===== src/rtl/sakebi_ethernet_frame_rx_filt.sv =====
// Ethernet II receive parser: strips the header (optional 802.1Q tag), filters on
// destination MAC / EtherType and forwards the payload with full backpressure.
module sakebi_ethernet_frame_rx_filt #(
    parameter int unsigned DATA_WIDTH      = 8,
    parameter int unsigned MAC_ADDR_WIDTH  = 48,
    parameter int unsigned ETHERTYPE_WIDTH = 16,
    parameter bit          VLAN_EN         = 1'b1,
    parameter bit          BCAST_EN        = 1'b1
) (
    input  logic                       i_axis_ACLK,
    input  logic                       i_axis_ARESETn,
    input  logic                       i_axis_TVALID,
    output logic                       o_axis_TREADY,
    input  logic [DATA_WIDTH-1:0]      i_axis_TDATA,
    input  logic                       i_axis_TLAST,
    output logic                       o_axis_TVALID,
    input  logic                       i_axis_TREADY,
    output logic [DATA_WIDTH-1:0]      o_axis_TDATA,
    output logic                       o_axis_TLAST,
    output logic [MAC_ADDR_WIDTH-1:0]  o_dst_mac_addr,
    output logic [MAC_ADDR_WIDTH-1:0]  o_src_mac_addr,
    output logic [ETHERTYPE_WIDTH-1:0] o_ethertype,
    output logic                       o_vlan_present,
    output logic [15:0]                o_vlan_tci,
    output logic                       o_hdr_valid,
    output logic                       o_frame_drop,
    output logic                       o_frame_runt,
    input  logic                       i_specify_mac_en,
    input  logic [MAC_ADDR_WIDTH-1:0]  i_mac_addr,
    input  logic                       i_specify_ethertype_en,
    input  logic [ETHERTYPE_WIDTH-1:0] i_ethertype
);

    localparam int unsigned CNT_W     = 3;
    localparam int unsigned TCI_WIDTH = 16;
    localparam logic [CNT_W-1:0] DST_LAST = CNT_W'(4);
    localparam logic [CNT_W-1:0] SRC_LAST = CNT_W'(5);
    localparam logic [CNT_W-1:0] TWO_LAST = CNT_W'(1);
    localparam logic [ETHERTYPE_WIDTH-1:0] TPID = ETHERTYPE_WIDTH'(16'h8100);

    typedef enum logic [2:0] {
        S_IDLE, S_DST, S_SRC, S_TYPE, S_TCI, S_ITYPE, S_PAYLOAD, S_DROP
    } state_t;

    state_t                     state_q, state_d;
    logic [CNT_W-1:0]           cnt_q, cnt_d;
    logic [MAC_ADDR_WIDTH-1:0]  dst_q, src_q;
    logic [ETHERTYPE_WIDTH-1:0] type_q;
    logic [TCI_WIDTH-1:0]       tci_q;
    logic                       vlan_q;

    logic                       rx_acc;
    logic [ETHERTYPE_WIDTH-1:0] type_full;
    logic                       mac_ok, type_ok, pass;
    logic                       decide, runt;

    assign rx_acc    = i_axis_TVALID && o_axis_TREADY;
    assign type_full = {type_q[ETHERTYPE_WIDTH-DATA_WIDTH-1:0], i_axis_TDATA};

    // Filter sees the EtherType byte being accepted this cycle
    assign mac_ok  = !i_specify_mac_en || (dst_q == i_mac_addr) ||
                     (BCAST_EN && (dst_q == {MAC_ADDR_WIDTH{1'b1}}));
    assign type_ok = !i_specify_ethertype_en || (type_full == i_ethertype);
    assign pass    = mac_ok && type_ok;

    assign o_axis_TREADY = (state_q == S_PAYLOAD) ? (!o_axis_TVALID || i_axis_TREADY) : 1'b1;

    always_ff @(posedge i_axis_ACLK or negedge i_axis_ARESETn) begin
        if (!i_axis_ARESETn) begin
            state_q <= S_IDLE;
            cnt_q   <= '0;
        end else begin
            state_q <= state_d;
            cnt_q   <= cnt_d;
        end
    end

    always_comb begin
        state_d = state_q;
        cnt_d   = cnt_q;
        decide  = 1'b0;
        runt    = 1'b0;
        if (rx_acc) begin
            case (state_q)
                S_IDLE: begin
                    cnt_d = '0;
                    if (i_axis_TLAST) runt = 1'b1;
                    else              state_d = S_DST;
                end
                S_DST, S_SRC, S_TYPE, S_TCI, S_ITYPE: begin
                    if (i_axis_TLAST) begin
                        runt    = 1'b1;
                        state_d = S_IDLE;
                        cnt_d   = '0;
                    end else if (state_q == S_DST && cnt_q == DST_LAST) begin
                        state_d = S_SRC;
                        cnt_d   = '0;
                    end else if (state_q == S_SRC && cnt_q == SRC_LAST) begin
                        state_d = S_TYPE;
                        cnt_d   = '0;
                    end else if (state_q == S_TCI && cnt_q == TWO_LAST) begin
                        state_d = S_ITYPE;
                        cnt_d   = '0;
                    end else if ((state_q == S_TYPE || state_q == S_ITYPE) && cnt_q == TWO_LAST) begin
                        cnt_d = '0;
                        if (state_q == S_TYPE && VLAN_EN && type_full == TPID) begin
                            state_d = S_TCI;
                        end else begin
                            decide  = 1'b1;
                            state_d = pass ? S_PAYLOAD : S_DROP;
                        end
                    end else begin
                        cnt_d = cnt_q + CNT_W'(1);
                    end
                end
                S_PAYLOAD, S_DROP: begin
                    if (i_axis_TLAST) state_d = S_IDLE;
                end
                default: state_d = S_IDLE;
            endcase
        end
    end

    // Working header registers, shifted in MSB first
    always_ff @(posedge i_axis_ACLK or negedge i_axis_ARESETn) begin
        if (!i_axis_ARESETn) begin
            dst_q  <= '0;
            src_q  <= '0;
            type_q <= '0;
            tci_q  <= '0;
            vlan_q <= 1'b0;
        end else if (rx_acc) begin
            case (state_q)
                S_IDLE: begin
                    dst_q  <= MAC_ADDR_WIDTH'(i_axis_TDATA);
                    tci_q  <= '0;
                    vlan_q <= 1'b0;
                end
                S_DST:           dst_q  <= {dst_q[MAC_ADDR_WIDTH-DATA_WIDTH-1:0], i_axis_TDATA};
                S_SRC:           src_q  <= {src_q[MAC_ADDR_WIDTH-DATA_WIDTH-1:0], i_axis_TDATA};
                S_TYPE, S_ITYPE: type_q <= type_full;
                S_TCI: begin
                    tci_q  <= {tci_q[TCI_WIDTH-DATA_WIDTH-1:0], i_axis_TDATA};
                    vlan_q <= 1'b1;
                end
                default: ;
            endcase
        end
    end

    // Output beat register, published header and status pulses
    always_ff @(posedge i_axis_ACLK or negedge i_axis_ARESETn) begin
        if (!i_axis_ARESETn) begin
            o_axis_TVALID  <= 1'b0;
            o_axis_TDATA   <= '0;
            o_axis_TLAST   <= 1'b0;
            o_dst_mac_addr <= '0;
            o_src_mac_addr <= '0;
            o_ethertype    <= '0;
            o_vlan_present <= 1'b0;
            o_vlan_tci     <= '0;
            o_hdr_valid    <= 1'b0;
            o_frame_drop   <= 1'b0;
            o_frame_runt   <= 1'b0;
        end else begin
            o_frame_drop <= decide && !pass;
            o_frame_runt <= runt;

            if (state_q == S_PAYLOAD && rx_acc) begin
                o_axis_TVALID <= 1'b1;
                o_axis_TDATA  <= i_axis_TDATA;
                o_axis_TLAST  <= i_axis_TLAST;
            end else if (i_axis_TREADY) begin
                o_axis_TVALID <= 1'b0;
            end

            // A new pass wins over the previous frame's final handshake
            if (decide && pass) begin
                o_dst_mac_addr <= dst_q;
                o_src_mac_addr <= src_q;
                o_ethertype    <= type_full;
                o_vlan_present <= vlan_q;
                o_vlan_tci     <= tci_q;
                o_hdr_valid    <= 1'b1;
            end else if (o_axis_TVALID && i_axis_TREADY && o_axis_TLAST) begin
                o_hdr_valid <= 1'b0;
            end
        end
    end

endmodule


===== config.mk =====
export PLATFORM = sky130hd
export DESIGN_NAME = sakebi_ethernet_frame_rx_filt
export DESIGN_NICKNAME = d
export VERILOG_FILES = /design/src/rtl/sakebi_ethernet_frame_rx_filt.sv
export SDC_FILE = /design/constraint.sdc
export NUM_CORES = 1
export LEC_CHECK = 0
export BUFFER_PORTS_ARGS = -buffer_cell sky130_fd_sc_hd__buf_2
export CAP_MARGIN = 25
export CELL_PAD_IN_SITES_DETAIL_PLACEMENT = 1
export CELL_PAD_IN_SITES_GLOBAL_PLACEMENT = 2
export CORE_MARGIN = 1.5
export CORE_UTILIZATION = 39
export CTS_BUF_LIST = sky130_fd_sc_hd__clkbuf_4 sky130_fd_sc_hd__clkbuf_8
export DETAILED_ROUTE_END_ITERATION = 10
export GPL_TIMING_DRIVEN = 0
export PLACE_DENSITY = 0.79
export SLEW_MARGIN = 25
export SYNTH_ARGS = -nofsm -noshare
export SYNTH_HDL_FRONTEND = slang
export SYNTH_SLANG_ARGS = --single-unit

===== constraint.sdc =====
create_clock -name i_axis_ACLK -period 3.5 [get_ports i_axis_ACLK]
set_clock_uncertainty 0.1 [all_clocks]
set_input_delay 0.175 -clock i_axis_ACLK [delete_from_list [all_inputs] [get_ports i_axis_ACLK]]
set_output_delay 0.175 -clock i_axis_ACLK [all_outputs]
set_load 0.01 [all_outputs]

==> flow_metrics.py <==
metrics = {
    "setup_path": {
        "cpMaxStageDelayCell": "dfrtp_1",
        "ff2ff_path_depth": 9,
        "rr_startpoint": "dst_q[1]",
        "crit_fanout": 10,
        "cp.arrival_ns": 3.65,
        "r2r_end": "o_dst_mac_addr[13]",
        "slowest_delay_ns": 0.64,
        "worstSetupEndpoint": "o_dst_mac_addr[13]",
        "cp-startpoint": "dst_q[1]",
        "criticalPathCategory": "reg2reg",
        "start_kind": "register",
        "required_ns": 3.83,
        "ff2ff_setup_slack_ns": 0.19,
        "worstPathCellList": "nand4_1 > or4_1 > o31ai_1 > a31oi_1 > or3_1 > clkbuf_1 > buf_6 > buf_6 > mux2_4",
        "timing.critical_path.mode_cell": "buf_6",
        "critPathCaptureType": "register",
    },
    "place": {
        "dp_slack_ns": 0.222,
        "hpwlAfterDp_mm": 23.1,
        "place.gp.congestion": 0.827,
        "portBuffers": 214,
    },
    "job": {
        "max_cap_violations": 0,
    },
    "synth": {
        "synth-xor-area-share_pct": 4.82,
        "synth_edf_count": 0,
        "async_flop_share_pct": 100,
        "ys_seq_area_share_pct": 57.9,
        "yosysUniqueCellTypes": 39,
        "synth_mux_area_share_pct": 22.9,
        "synthAdderAreaFrac_pct": 0.323,
        "netlist_area_um2": 11600,
        "ys_seq_elements": 269,
        "yosys_warnings": 0,
        "syn_inst": 866,
        "synth-simple-area-share_pct": 7.79,
        "synth_top_family_by_area": "multiplexers",
        "synth_compound_area_share_pct": 3.61,
        "syn_area_per_cell_um2": 13.4,
        "synth_ff_type": "dfrtp_1",
        "syn_nets": 948,
    },
    "cts": {
        "cts_num_sinks": 269,
        "clockRootBuffer": "clkbuf_8",
        "h-tree-depth": 2,
        "cts_setup_buffers": 0,
        "hold_buffers": 12,
        "cts_resized": 0,
        "cts_tree": "done",
        "numCtsBuffers": 47,
        "clk_latency_ns": 0.57,
        "cts_buffer_depth": 3,
        "clk_pin_slew_ns": 0.06,
    },
    "layout": {
        "layout-area-overhead-vs-synth_pct": 24.3,
        "drive_gt1_share_pct": 42.3,
        "antenna_cells": 0,
        "finalCoreUtilization_pct": 49.0,
        "final_common_cell": "dfrtp_1",
        "final_nets": 1226,
        "most-common-layout-cells": "dfrtp_1, buf_2, nand2_1",
    },
    "floorplan": {
        "ios": 222,
        "die_area_um2": 30900,
        "std_cell_rows": 63,
        "core_area_um2": 29500,
        "die_h_um": 176,
        "start_util_pct": 39.4,
        "fp.dieW_um": 176,
    },
    "drt": {
        "drt_iter0_drc": 315,
        "drt_first_pass_iters": 4,
        "drt_wl_total_mm": 32.8,
        "ant_nets": 0,
        "avgRoutedWirePerCell_um": 20.9,
        "drc": 0,
        "num_vias": 7856,
        "via_per_inst": 5.00,
    },
    "global_route": {
        "grt_use_total_pct": 21.7,
        "antenna_found_initial": 0,
        "grt_pass1_wl_mm": 51.4,
        "grt_pass1_vias": 8737,
        "grt_max_degree": 84,
        "gr-total-overflow": 0,
    },
    "pwr": {
        "power_density_nw_per_um2": 681,
        "p_leak_uw": 0.00744,
        "ir_drop_mv": 0.312,
    },
    "status": {
        "status": "finished clean",
    },
    "sta": {
        "setup_viol": 0,
        "maxSlewViolCount": 0,
        "timing.fmax_ghz": 0.302,
        "timing.final.crit_share_pct": 94.7,
        "period_needed_ns": 3.31,
        "hold_viol_final": 0,
        "setup_tns_ns": 0,
        "rsz0062_at_grt": "false",
        "fin_worst_hold_slack_ns": 0.0431,
        "setup_ws_ns": 0.185,
        "relSlewSlack_pct": 46.8,
        "worst_pin_slew_ns": 0.799,
    },
    "hold_path": {
        "min_path_type": "in2reg",
    },
}
## through the flow
step	total power (µW)	instances	instance area, µm²
floorplan	5740	866	11600
global placement	6640	1470	13200
detailed placement	6750	1473	13300
CTS	9980	1570	14500
global route	10400	1570	14500
finish	9850	1570	14500
## worst max-delay path: cells and delay by family (launching register included)
family	cells	cell delay, ns
flops	1	0.64
buf+inv	3	0.53
mux	1	0.31
simple gates	3	1.10
compound gates	2	0.48
## worst min-delay path by stage
stage                                from                  to  cells after the start
after floorplan            i_axis_ARESETn            cnt_q[0]                      0
after global placement          tci_q[15]           tci_q[15]                      2
after detailed placement   i_axis_ARESETn  o_src_mac_addr[41]                      1
after CTS                  i_axis_ARESETn  o_src_mac_addr[29]                      3
after global routing       i_axis_ARESETn  o_src_mac_addr[41]                      3
final                     i_axis_TDATA[0]            tci_q[0]                      3
## power by group
group          internal, µW  total, µW  switching, µW  leakage (µW)
Sequential             3790       4570            781       0.00364
Combinational          1030       2130           1100       0.00324
Clock                  1850       3150           1300      0.000556
## per-layer routing
metal / GRT usage [%] / vias up / wire length (µm)
met1: 28.1 / 4012 / 14200
met4: 7.94 / 0 / 975
met2: 36.3 / 198 / 16000
li1: - / 3583 / -
met5: 0 / - / 0
met3: 3.96 / 63 / 1580
## registers in the layout, summed over array words and instances, names as in the netlist
| register | count |
|---|---|
| o_axis_TVALID | 1 |
| o_axis_TDATA | 8 |
| tci_q | 16 |
| o_hdr_valid | 1 |
| state_q | 3 |
| cnt_q | 3 |
| o_vlan_tci | 16 |
| vlan_q | 1 |
| o_dst_mac_addr | 48 |
| type_q | 8 |
| o_src_mac_addr | 48 |
| o_ethertype | 16 |
| dst_q | 48 |
| o_axis_TLAST | 1 |
| o_vlan_present | 1 |
| o_frame_drop | 1 |
| o_frame_runt | 1 |
| src_q | 48 |
## area by class of cell
class,instances,area [µm²]
plain buffers,51,288
fillers,3153,15000
multi-input cells,541,4590
clock buffers,78,942
inverters,5,18.8
flip-flops and latches,269,6730
repair buffers,229,1290
well taps,390,488
clock inverters,7,105
## cell usage after synthesis, types with 2 or more instances
cell	count	area, µm²
dfrtp_1	269	6730
nand2_1	126	473
mux2_4	99	1490
mux2_2	74	833
xnor2_1	64	561
o21ai_0	61	305
mux2_1	30	338
nand4_1	30	188
clkbuf_1	28	105
buf_6	11	124
nor2_1	6	22.5
nor4_1	6	37.5
a21oi_1	5	25.0
buf_1	5	18.8
buf_2	5	25.0
inv_1	5	18.8
or3_1	5	31.3
or4_1	5	37.5
nor2b_1	4	25.0
ha_1	3	37.5
o31ai_1	3	22.5
buf_4	2	15.0
nand2b_4	2	27.5
nand3_1	2	10.0
o41ai_1	2	17.5
## kinds of logic after synthesis
| group | after synthesis |
|---|---|
| xor+xnor | 64 |
| simple gates | 193 |
| mux | 204 |
| buf+inv | 56 |
| fa+ha+maj | 3 |
| compound gates | 77 |
| flops | 269 |
Power figures use the tool's default switching activity.
